### src/rtl/joe_anim_sequencer_if.sv
// Keycode/vsync inputs and animation-select outputs of the Karate Joe sequencer.
// The master modport is the driving side; the slave modport is the sequencer.
interface joe_anim_sequencer_if;
    logic [7:0] keycode;
    logic       vs;
    logic [3:0] frame_id;
    logic       busy;
    logic       anim_start;
    logic       pending;
    logic [7:0] move_count;

    modport master (
        output keycode, vs,
        input  frame_id, busy, anim_start, pending, move_count
    );
    modport slave (
        input  keycode, vs,
        output frame_id, busy, anim_start, pending, move_count
    );
endinterface

### src/rtl/joe_anim_sequencer.sv
// Karate Joe animation sequencer: keycode presses become timed punch/kick frame
// selects, one step per FRAMES_PER_STEP vsync periods, with a one-deep move buffer.
module joe_anim_sequencer #(
    parameter int         FRAMES_PER_STEP = 6,
    parameter logic [7:0] KEY_J           = 8'h04,
    parameter logic [7:0] KEY_K           = 8'h07
) (
    input  logic                 Clk,
    input  logic                 Reset,
    joe_anim_sequencer_if.slave  bus
);

    localparam int CW = (FRAMES_PER_STEP > 1) ? $clog2(FRAMES_PER_STEP) : 1;
    localparam logic [CW-1:0] LAST = CW'(FRAMES_PER_STEP - 1);

    // Encodings double as the sprite frame select.
    typedef enum logic [3:0] {
        IDLE    = 4'd0,
        PUNCH_1 = 4'd1, PUNCH_2 = 4'd2, PUNCH_3 = 4'd3,
        KICK_1  = 4'd4, KICK_2  = 4'd5, KICK_3  = 4'd6
    } state_e;

    state_e        state_q, state_d;
    logic [CW-1:0] cnt_q, cnt_d;
    logic [7:0]    key_q;
    logic          vs_q;
    logic          pend_q, pend_d;
    logic          pend_kick_q, pend_kick_d;
    logic          start_q, start_d;
    logic          busy_q, busy_d;
    logic [7:0]    count_q, count_d;

    logic press_j, press_k, tick, step_done, completing;

    assign press_j   = (bus.keycode == KEY_J) && (key_q != KEY_J);
    assign press_k   = (bus.keycode == KEY_K) && (key_q != KEY_K);
    assign tick      = vs_q & ~bus.vs;
    assign step_done = tick && (cnt_q == LAST);

    always_ff @(posedge Clk or posedge Reset) begin
        if (Reset) begin
            state_q     <= IDLE;
            cnt_q       <= '0;
            key_q       <= 8'h00;
            vs_q        <= 1'b1;
            pend_q      <= 1'b0;
            pend_kick_q <= 1'b0;
            start_q     <= 1'b0;
            busy_q      <= 1'b0;
            count_q     <= 8'h00;
        end else begin
            state_q     <= state_d;
            cnt_q       <= cnt_d;
            key_q       <= bus.keycode;
            vs_q        <= bus.vs;
            pend_q      <= pend_d;
            pend_kick_q <= pend_kick_d;
            start_q     <= start_d;
            busy_q      <= busy_d;
            count_q     <= count_d;
        end
    end

    always_comb begin
        state_d     = state_q;
        cnt_d       = cnt_q;
        pend_d      = pend_q;
        pend_kick_d = pend_kick_q;
        completing  = 1'b0;
        case (state_q)
            IDLE: begin
                cnt_d = '0;
                if (press_j)      state_d = PUNCH_1;
                else if (press_k) state_d = KICK_1;
            end
            default: begin
                if (tick) cnt_d = step_done ? '0 : cnt_q + CW'(1);
                if (step_done) begin
                    case (state_q)
                        PUNCH_1: state_d = PUNCH_2;
                        PUNCH_2: state_d = PUNCH_3;
                        KICK_1:  state_d = KICK_2;
                        KICK_2:  state_d = KICK_3;
                        default: completing = 1'b1;
                    endcase
                end
                // A fresh press at completion beats the buffered move.
                if (completing) begin
                    pend_d = 1'b0;
                    if (press_j)      state_d = PUNCH_1;
                    else if (press_k) state_d = KICK_1;
                    else if (pend_q)  state_d = pend_kick_q ? KICK_1 : PUNCH_1;
                    else              state_d = IDLE;
                end else if (press_j || press_k) begin
                    pend_d      = 1'b1;
                    pend_kick_d = press_k;
                end
            end
        endcase
        // _1 states are only ever entered from IDLE or an _3 state.
        start_d = ((state_d == PUNCH_1) || (state_d == KICK_1)) &&
                  (state_q != PUNCH_1) && (state_q != KICK_1);
        count_d = (start_d && (count_q != 8'hFF)) ? count_q + 8'd1 : count_q;
        busy_d  = (state_d != IDLE);
    end

    assign bus.frame_id   = state_q;
    assign bus.busy       = busy_q;
    assign bus.anim_start = start_q;
    assign bus.pending    = pend_q;
    assign bus.move_count = count_q;

endmodule

### src/flat_wrapper.sv
// flat-port wrapper written by rule: the top's interface ports become plain ports
module joe_anim_sequencer_flat 
#(
    parameter int         FRAMES_PER_STEP = 6,
    parameter logic [7:0] KEY_J           = 8'h04,
    parameter logic [7:0] KEY_K           = 8'h07
)
  (Clk, Reset, bus_keycode, bus_vs, bus_frame_id, bus_busy, bus_anim_start, bus_pending, bus_move_count);
  joe_anim_sequencer_if bus_i ();
  input  logic Clk;
  input  logic Reset;
  input wire logic [$bits(bus_i.keycode)-1:0] bus_keycode;
  input wire logic [$bits(bus_i.vs)-1:0] bus_vs;
  output wire logic [$bits(bus_i.frame_id)-1:0] bus_frame_id;
  output wire logic [$bits(bus_i.busy)-1:0] bus_busy;
  output wire logic [$bits(bus_i.anim_start)-1:0] bus_anim_start;
  output wire logic [$bits(bus_i.pending)-1:0] bus_pending;
  output wire logic [$bits(bus_i.move_count)-1:0] bus_move_count;
  assign bus_i.keycode = bus_keycode;
  assign bus_i.vs = bus_vs;
  assign bus_frame_id = bus_i.frame_id;
  assign bus_busy = bus_i.busy;
  assign bus_anim_start = bus_i.anim_start;
  assign bus_pending = bus_i.pending;
  assign bus_move_count = bus_i.move_count;
  joe_anim_sequencer #(.FRAMES_PER_STEP(FRAMES_PER_STEP), .KEY_J(KEY_J), .KEY_K(KEY_K)) u_core (.Clk(Clk), .Reset(Reset), .bus(bus_i));
endmodule
### config.mk
export PLATFORM = sky130hd
export DESIGN_NAME = joe_anim_sequencer_flat
export DESIGN_NICKNAME = d
export VERILOG_FILES = /design/src/rtl/joe_anim_sequencer_if.sv /design/src/rtl/joe_anim_sequencer.sv /design/src/flat_wrapper.sv
export SDC_FILE = /design/constraint.sdc
export NUM_CORES = 1
export LEC_CHECK = 0
export CAP_MARGIN = 20
export CORE_MARGIN = 3
export CORE_UTILIZATION = 30
export CTS_CLUSTER_SIZE = 10
export DETAILED_ROUTE_END_ITERATION = 10
export GPL_ROUTABILITY_DRIVEN = 1
export SLEW_MARGIN = 20
export SYNTH_ARGS = -nofsm -noshare
export SYNTH_HDL_FRONTEND = slang
export SYNTH_SLANG_ARGS = --single-unit
### constraint.sdc
create_clock -name Clk -period 2.3 [get_ports Clk]
set_input_delay 0.46 -clock Clk [delete_from_list [all_inputs] [get_ports Clk]]
set_output_delay 0.46 -clock Clk [all_outputs]
set_load 0.02 [all_outputs]
==> metrics.yaml, run 1 <==
outcome:
  status: "finished with violations"
  violations: "setup timing"
route:
  finalWirelength_mm: 3.34
  vias: 1192
  drt_iter0_drc: 22
  viasPerCell: 5.05
  drc: 0
  wl_per_cell_um: 14.1
  drtAntennaViolNets: 0
  dr.pass1.iters: 4
floorplanning:
  die-area_um2: 5650
  core.rowCount: 24
  die_w_um: 75.2
  fp.dieH_um: 75.2
  io_pins: 26
  core_area_um2: 4470
  start_util_pct: 32.1
synthesis:
  async_flop_share_pct: 100
  synth_area_um2: 1440
  synth_edf_count: 0
  syn_nets: 141
  yosys_warnings: 0
  synth_ff_type: "dfrtp_1"
  synthCells: 127
  ys_seq_area_share_pct: 48.9
  yosysUniqueCellTypes: 43
  synth-seq-cells: 28
  synth.avg_cell_area_um2: 11.3
layout:
  drive_above_1_share_pct: 32.6
  syn_to_final_growth_pct: 44.7
  fin_cells: 236
  n_antenna_cell: 0
  layout.nets: 199
  fillCellCount: 418
  fin_util_pct: 46.4
clocking:
  root_buffer: "clkbuf_8"
  cts_max_level: 1
  cts_tree: "done"
  cts.sinks: 28
  cts_buffer_depth: 2
  postCtsHoldBufs: 0
  clk_pin_slew_ns: 0.09
  cts_buffers: 3
  clock_latency_ns: 0.27
critical_path:
  worstPathArrival_ns: 2.58
  critical_path.top_delay_family: "simple AND/OR/NAND/NOR gates"
  timing.rr.end: "u_core.bus.move_count[1]$_DFFE_PP0P_"
  crit_buf_inv: 0
  path_max_fanout: 3
  r2r-start: "u_core.key_q[3]$_DFF_PP0_"
  crit_end: "u_core.bus.move_count[1]$_DFFE_PP0P_"
  cp_num_cells: 7
  worstSetupStartpointType: "register"
  r2r_slack_ns: -0.11
  crit_type: "reg -> reg"
  end_kind: "register"
  cp-startpoint: "u_core.key_q[3]$_DFF_PP0_"
  required_ns: 2.47
  crit_chain: "nor4b_4 > a311oi_2 > or4b_4 > o211ai_4 > nand3_4 > a211oi_4 > mux2_4"
  worstRegToRegCells: 7
  crit_path_top_delay_cell: "or4b_4"
  cpPeakStageDelay_ns: 0.57
timing:
  fin_crit_sh_pct: 105
  skew_ns: 0.00518
  tightest_slew_ns: 0.362
  hold_violations: 0
  fin_hold_ws_ns: 0.281
  max_freq_mhz: 415
  worst_slack_ns: -0.107
  report.final.slew_viol_count: 0
  rsz0062_at_grt: "yes"
  period_minus_slack_ns: 2.41
  setup_viol: 6
  max-slew-margin-rel_pct: 75.7
placed_design:
  placed_cells: 229
  portBuffers: 25
  dp_slack_ns: -0.711
  dp_hpwl_mm: 2.52
  gp_congestion: 0.775
min_path:
  min_path_type: "in -> reg"
global_routing:
  grt-ovfl-total: 0
  grt_pass1_vias: 1282
  grt_max_degree: 29
  grt_antenna_before_repair: 0
  grt_usage_pct: 13.3
  grt_pass1_wl_mm: 5.79
power:
  total_leakage_power_nw: 0.904
  vdd_drop_max_uv: 421
  power.density_nw_per_um2: 610
  power_mw: 1.27
flow_run:
  drv_cap: 0
power by group:
group	internal, mW	switching, mW	total (mW)
sequential	0.541	0.0515	0.593
combinational	0.193	0.177	0.370
clock	0.153	0.150	0.303
total	0.888	0.379	1.27
worst min path at each step:
stage                                                    start                                    to  slack (ns)  cells after the start
final                                           bus_keycode[6]             u_core.key_q[6]$_DFF_PP0_        0.28                      1
after global routing                            bus_keycode[6]             u_core.key_q[6]$_DFF_PP0_        0.27                      1
after CTS                                       bus_keycode[6]             u_core.key_q[6]$_DFF_PP0_        0.27                      1
after detailed placement  u_core.bus.move_count[6]$_DFFE_PP0P_  u_core.bus.move_count[6]$_DFFE_PP0P_        0.49                      1
after global placement    u_core.bus.move_count[6]$_DFFE_PP0P_  u_core.bus.move_count[6]$_DFFE_PP0P_        0.49                      1
after floorplan                                         bus_vs                 u_core.vs_q$_DFF_PP1_        0.46                      0
routing by layer:
layer	track usage [%]	wire length (um)	vias up
li1	-	-	580
met3	2.67	98	6
met4	4.66	37	0
met5	0	0	-
met2	23.2	1720	18
met1	16.2	1480	588
per-stage QoR:
stage | cell area [um^2] | setup TNS (ns)
global placement | 1950 | -5.63
CTS | 2060 | -0.329
floorplan | 1440 | -0.321
global route | 2080 | -0.964
finish | 2080 | -0.311
detailed placement | 1950 | -6.27
flip-flops by register name, indices dropped and copies added (netlist names):
name,flops
u_core.cnt_q,3
u_core.bus.anim_start,1
u_core.pend_kick_q,1
u_core.bus.busy,1
u_core.bus.pending,1
u_core.key_q,8
u_core.bus.frame_id,4
u_core.bus.move_count,8
u_core.vs_q,1
placed cells by master, fill, tap and decap left out, types with 5 or more instances in the layout:
cell,netlist,routed
buf_4,0,30
nor2_1,8,8
dfrtp_1,27,27
nand4_1,5,5
xor2_1,7,7
clkdlybuf4s50_1,0,20
nand2_1,8,8
a21oi_1,7,5
final cells by class:
| cell class | count | area [um^2] | area share [%] |
|---|---|---|---|
| inverters | 2 | 7.51 | 0.361 |
| repair buffers | 56 | 477 | 23.0 |
| flip-flops and latches | 28 | 702 | 33.8 |
| well taps | 52 | 65.1 | 3.13 |
| multi-input cells | 94 | 771 | 37.1 |
| clock buffers | 4 | 55.1 | 2.65 |
kinds of logic after synthesis:
logic type / count (synthesis) / synth area share, %
flip-flops: 28 / 48.9
AO/OA/AOI/OAI: 25 / 13.7
multiplexers: 4 / 3.14
buffers and inverters: 5 / 1.31
adder cells (fa/ha/maj): 3 / 2.62
XOR/XNOR: 9 / 5.49
AND/OR/NAND/NOR: 53 / 24.8
synth_stat cells, types with 3 or more instances:
master	n	share of area [%]
nand4_1	5	2.2
dfrtp_1	27	47
and3_1	4	1.7
ha_1	3	2.6
mux2i_1	3	2.1
a21oi_1	7	2.4
o21ai_0	4	1.4
clkbuf_1	3	0.78
nor4_1	3	1.3
nor2_1	8	2.1
and2_1	4	1.7
a211oi_1	3	1.6
nand2_1	8	2.1
nand3_1	4	1.4
xor2_1	7	4.3
what timing repair did:
item | in CTS | in global routing
endpoints found under the setup margin | 10 | 9
pin swaps | 14 | 2
setup buffers | 3 | 0
gates resized for setup | 25 | 4
Power figures use the tool's default switching activity.
==> run 2, diff against run 1 <==
--- a/config.mk
+++ b/config.mk
@@ -11,6 +11,7 @@
 export CTS_CLUSTER_SIZE = 10
 export DETAILED_ROUTE_END_ITERATION = 10
 export GPL_ROUTABILITY_DRIVEN = 1
+export SKIP_LAST_GASP = 1
 export SLEW_MARGIN = 20
 export SYNTH_ARGS = -nofsm -noshare
 export SYNTH_HDL_FRONTEND = slang
==> run 2 against run 1 <==
The flow still finishes with violations (setup timing). Sequential power barely moved. First-iteration DRC count is 9.1% lower. Clock skew is 0.0012 ns higher. Maximum frequency up 0.53%. Wire length is 0.36% higher. Sequential share of layout area grew 0.18 points. Final cell count stayed put. Largest power group unchanged.
==> metrics.yaml, run 2 (synthesized netlist as in run 1, its figures left out) <==
timing:
  hold_violations: 0  # unchanged
  fin_crit_sh_pct: 104  # -0.55 points
  rsz0062_at_grt: "yes"
  setup_viol: 7  # +1
  tightest_slew_ns: 0.363  # +0.00181 ns
  report.final.slew_viol_count: 0  # unchanged
  setup_tns_ns: -0.256  # +0.0552 ns
  worst_slack_ns: -0.0941  # +0.0127 ns
  fin_hold_ws_ns: 0.279  # -0.00164 ns
  skew_ns: 0.00637  # +0.00119 ns
  max_freq_mhz: 418  # +0.53%
  period_minus_slack_ns: 2.39  # -0.0127 ns
  max-slew-margin-rel_pct: 75.6  # -0.12 points
clocking:
  root_buffer: "clkbuf_8"
  cts_buffer_depth: 2  # unchanged
  clk_pin_slew_ns: 0.10  # about the same
  cts.sinks: 28  # unchanged
  cts_tree: "done"
  cts_max_level: 1  # unchanged
  clock_latency_ns: 0.28  # about the same
  postCtsHoldBufs: 0  # unchanged
  cts_buffers: 3  # unchanged
flow_run:
  drv_cap: 0  # unchanged
min_path:
  whs_path_depth: 1  # unchanged
  holdPathEnd: "u_core.key_q[6]$_DFF_PP0_"
  holdCritStartpoint: "bus_keycode[6]"
  min_path_type: "in -> reg"
global_routing:
  grt_pass1_wl_mm: 5.79  # unchanged
  grt_max_degree: 29  # unchanged
  grt_usage_pct: 13.3  # unchanged
  grt-ovfl-total: 0  # unchanged
  grt_pass1_vias: 1282  # unchanged
  grt_antenna_before_repair: 0  # unchanged
placed_design:
  gp_congestion: 0.775  # unchanged
  dp_hpwl_mm: 2.52  # unchanged
  dp_slack_ns: -0.711  # unchanged
  portBuffers: 25  # unchanged
outcome:
  violations: "setup timing"
  status: "finished with violations"
layout:
  syn_to_final_growth_pct: 43.9
  final_common_cell: "buf_4"
  drive_above_1_share_pct: 31.5  # -1.1 points
  n_antenna_cell: 0  # unchanged
  layout.nets: 199  # unchanged
  final_cell_mix: "buf_4 (30), dfrtp_1 (27), clkdlybuf4s50_1 (20)"
  fin_util_pct: 46.2  # -0.25 points
floorplanning:
  core_area_um2: 4470  # unchanged
  io_pins: 26  # unchanged
  die-area_um2: 5650  # unchanged
  fp.dieH_um: 75.2  # unchanged
  start_util_pct: 32.1  # unchanged
  core.rowCount: 24  # unchanged
  die_w_um: 75.2  # unchanged
critical_path:
  worstPathArrival_ns: 2.57  # about the same
  crit_type: "reg -> reg"
  required_ns: 2.47  # about the same
  cpPeakStageDelay_ns: 0.57  # about the same
  r2r_slack_ns: -0.09  # about the same
  path_max_fanout: 3  # unchanged
  worstRegToRegCells: 7  # unchanged
  r2r-start: "u_core.key_q[3]$_DFF_PP0_"
  crit_chain: "nor4b_4 > a311oi_2 > or4b_4 > o211ai_4 > nand3_4 > a211oi_4 > mux2_4"
  timing.rr.end: "u_core.bus.move_count[1]$_DFFE_PP0P_"
  worstSetupStartpointType: "register"
  crit_path_top_delay_cell: "or4b_4"
  end_kind: "register"
route:
  vias: 1197  # +0.42%
  drc: 0  # unchanged
  finalWirelength_mm: 3.35  # +0.36%
  wl_per_cell_um: 14.2  # +0.36%
  drt_iter0_drc: 20  # -9.1%
  drtAntennaViolNets: 0  # unchanged
  dr.pass1.iters: 4  # unchanged
  viasPerCell: 5.07  # +0.42%
power:
  total_leakage_power_nw: 0.899  # -0.58%
  power.density_nw_per_um2: 613  # +0.57%
  vdd_drop_max_uv: 423  # +0.44%
==> run 2: cell counts in the layout (fill, tap and decap cells not counted) <==
Identical to the previous run, type by type.
==> run 2: through the flow <==
stage               area [um^2]  total power, mW  cells
global route               2070             1.34    236
floorplan                  1440            0.771    127
detailed placement         1950            0.951    229
finish                     2070             1.27    236
CTS                        2060             1.28    236
global placement           1950            0.941    229
==> run 2: layer usage <==
| metal | share of wire [%] | global-route usage, % | vias up |
|---|---|---|---|
| met1 | 44 | 16.2 | 591 |
| met5 | 0 | 0 | - |
| li1 | - | - | 580 |
| met4 | 1.1 | 4.66 | 0 |
| met3 | 3.0 | 2.67 | 6 |
| met2 | 52 | 23.2 | 20 |
==> run 2: report_power, final <==
group	total, mW	switching (mW)	internal (mW)
Clock	0.305	0.152	0.153
Combinational	0.369	0.177	0.192
Sequential	0.593	0.0516	0.541
Total	1.27	0.380	0.887
==> run 2: worst max path at each step <==
stage | from | end | slack [ns] | depth (start not counted)
5_1_grt | u_core.key_q[3]$_DFF_PP0_ | u_core.bus.move_count[1]$_DFFE_PP0P_ | -0.18 | 7
2_1_floorplan | u_core.cnt_q[1]$_DFFE_PP0P_ | u_core.bus.move_count[1]$_DFFE_PP0P_ | -0.20 | 9
6_report | u_core.key_q[3]$_DFF_PP0_ | u_core.bus.move_count[1]$_DFFE_PP0P_ | -0.09 | 7
3_3_place_gp | bus_keycode[5] | u_core.bus.move_count[5]$_DFFE_PP0P_ | -0.63 | 9
4_1_cts | u_core.key_q[4]$_DFF_PP0_ | u_core.bus.move_count[1]$_DFFE_PP0P_ | -0.1 | 7
3_5_place_dp | bus_keycode[5] | u_core.bus.move_count[5]$_DFFE_PP0P_ | -0.71 | 9
==> run 2: final cells by class <==
cell class / count / area [um^2]
flip-flops and latches: 28 / 702
clock buffers: 4 / 55.1
multi-input cells: 94 / 759
inverters: 2 / 7.51
repair buffers: 56 / 477
well taps: 52 / 65.1
fillers: 415 / 2410
==> run 2: timing repair <==
action | in CTS | in global routing
resized for setup | 25 | 1
setup endpoints to repair | 10 | 9
setup buffers | 3 | 0
pin swaps | 14 | 2
==> run 2: critical path, delay by kind of cell, from the launching register on <==
kind / cells / cell delay, ns
DFF: 1 / 0.41
muxes: 1 / 0.32
and+or+nand+nor: 3 / 1.02
AOI/OAI and AO/OA: 3 / 0.54
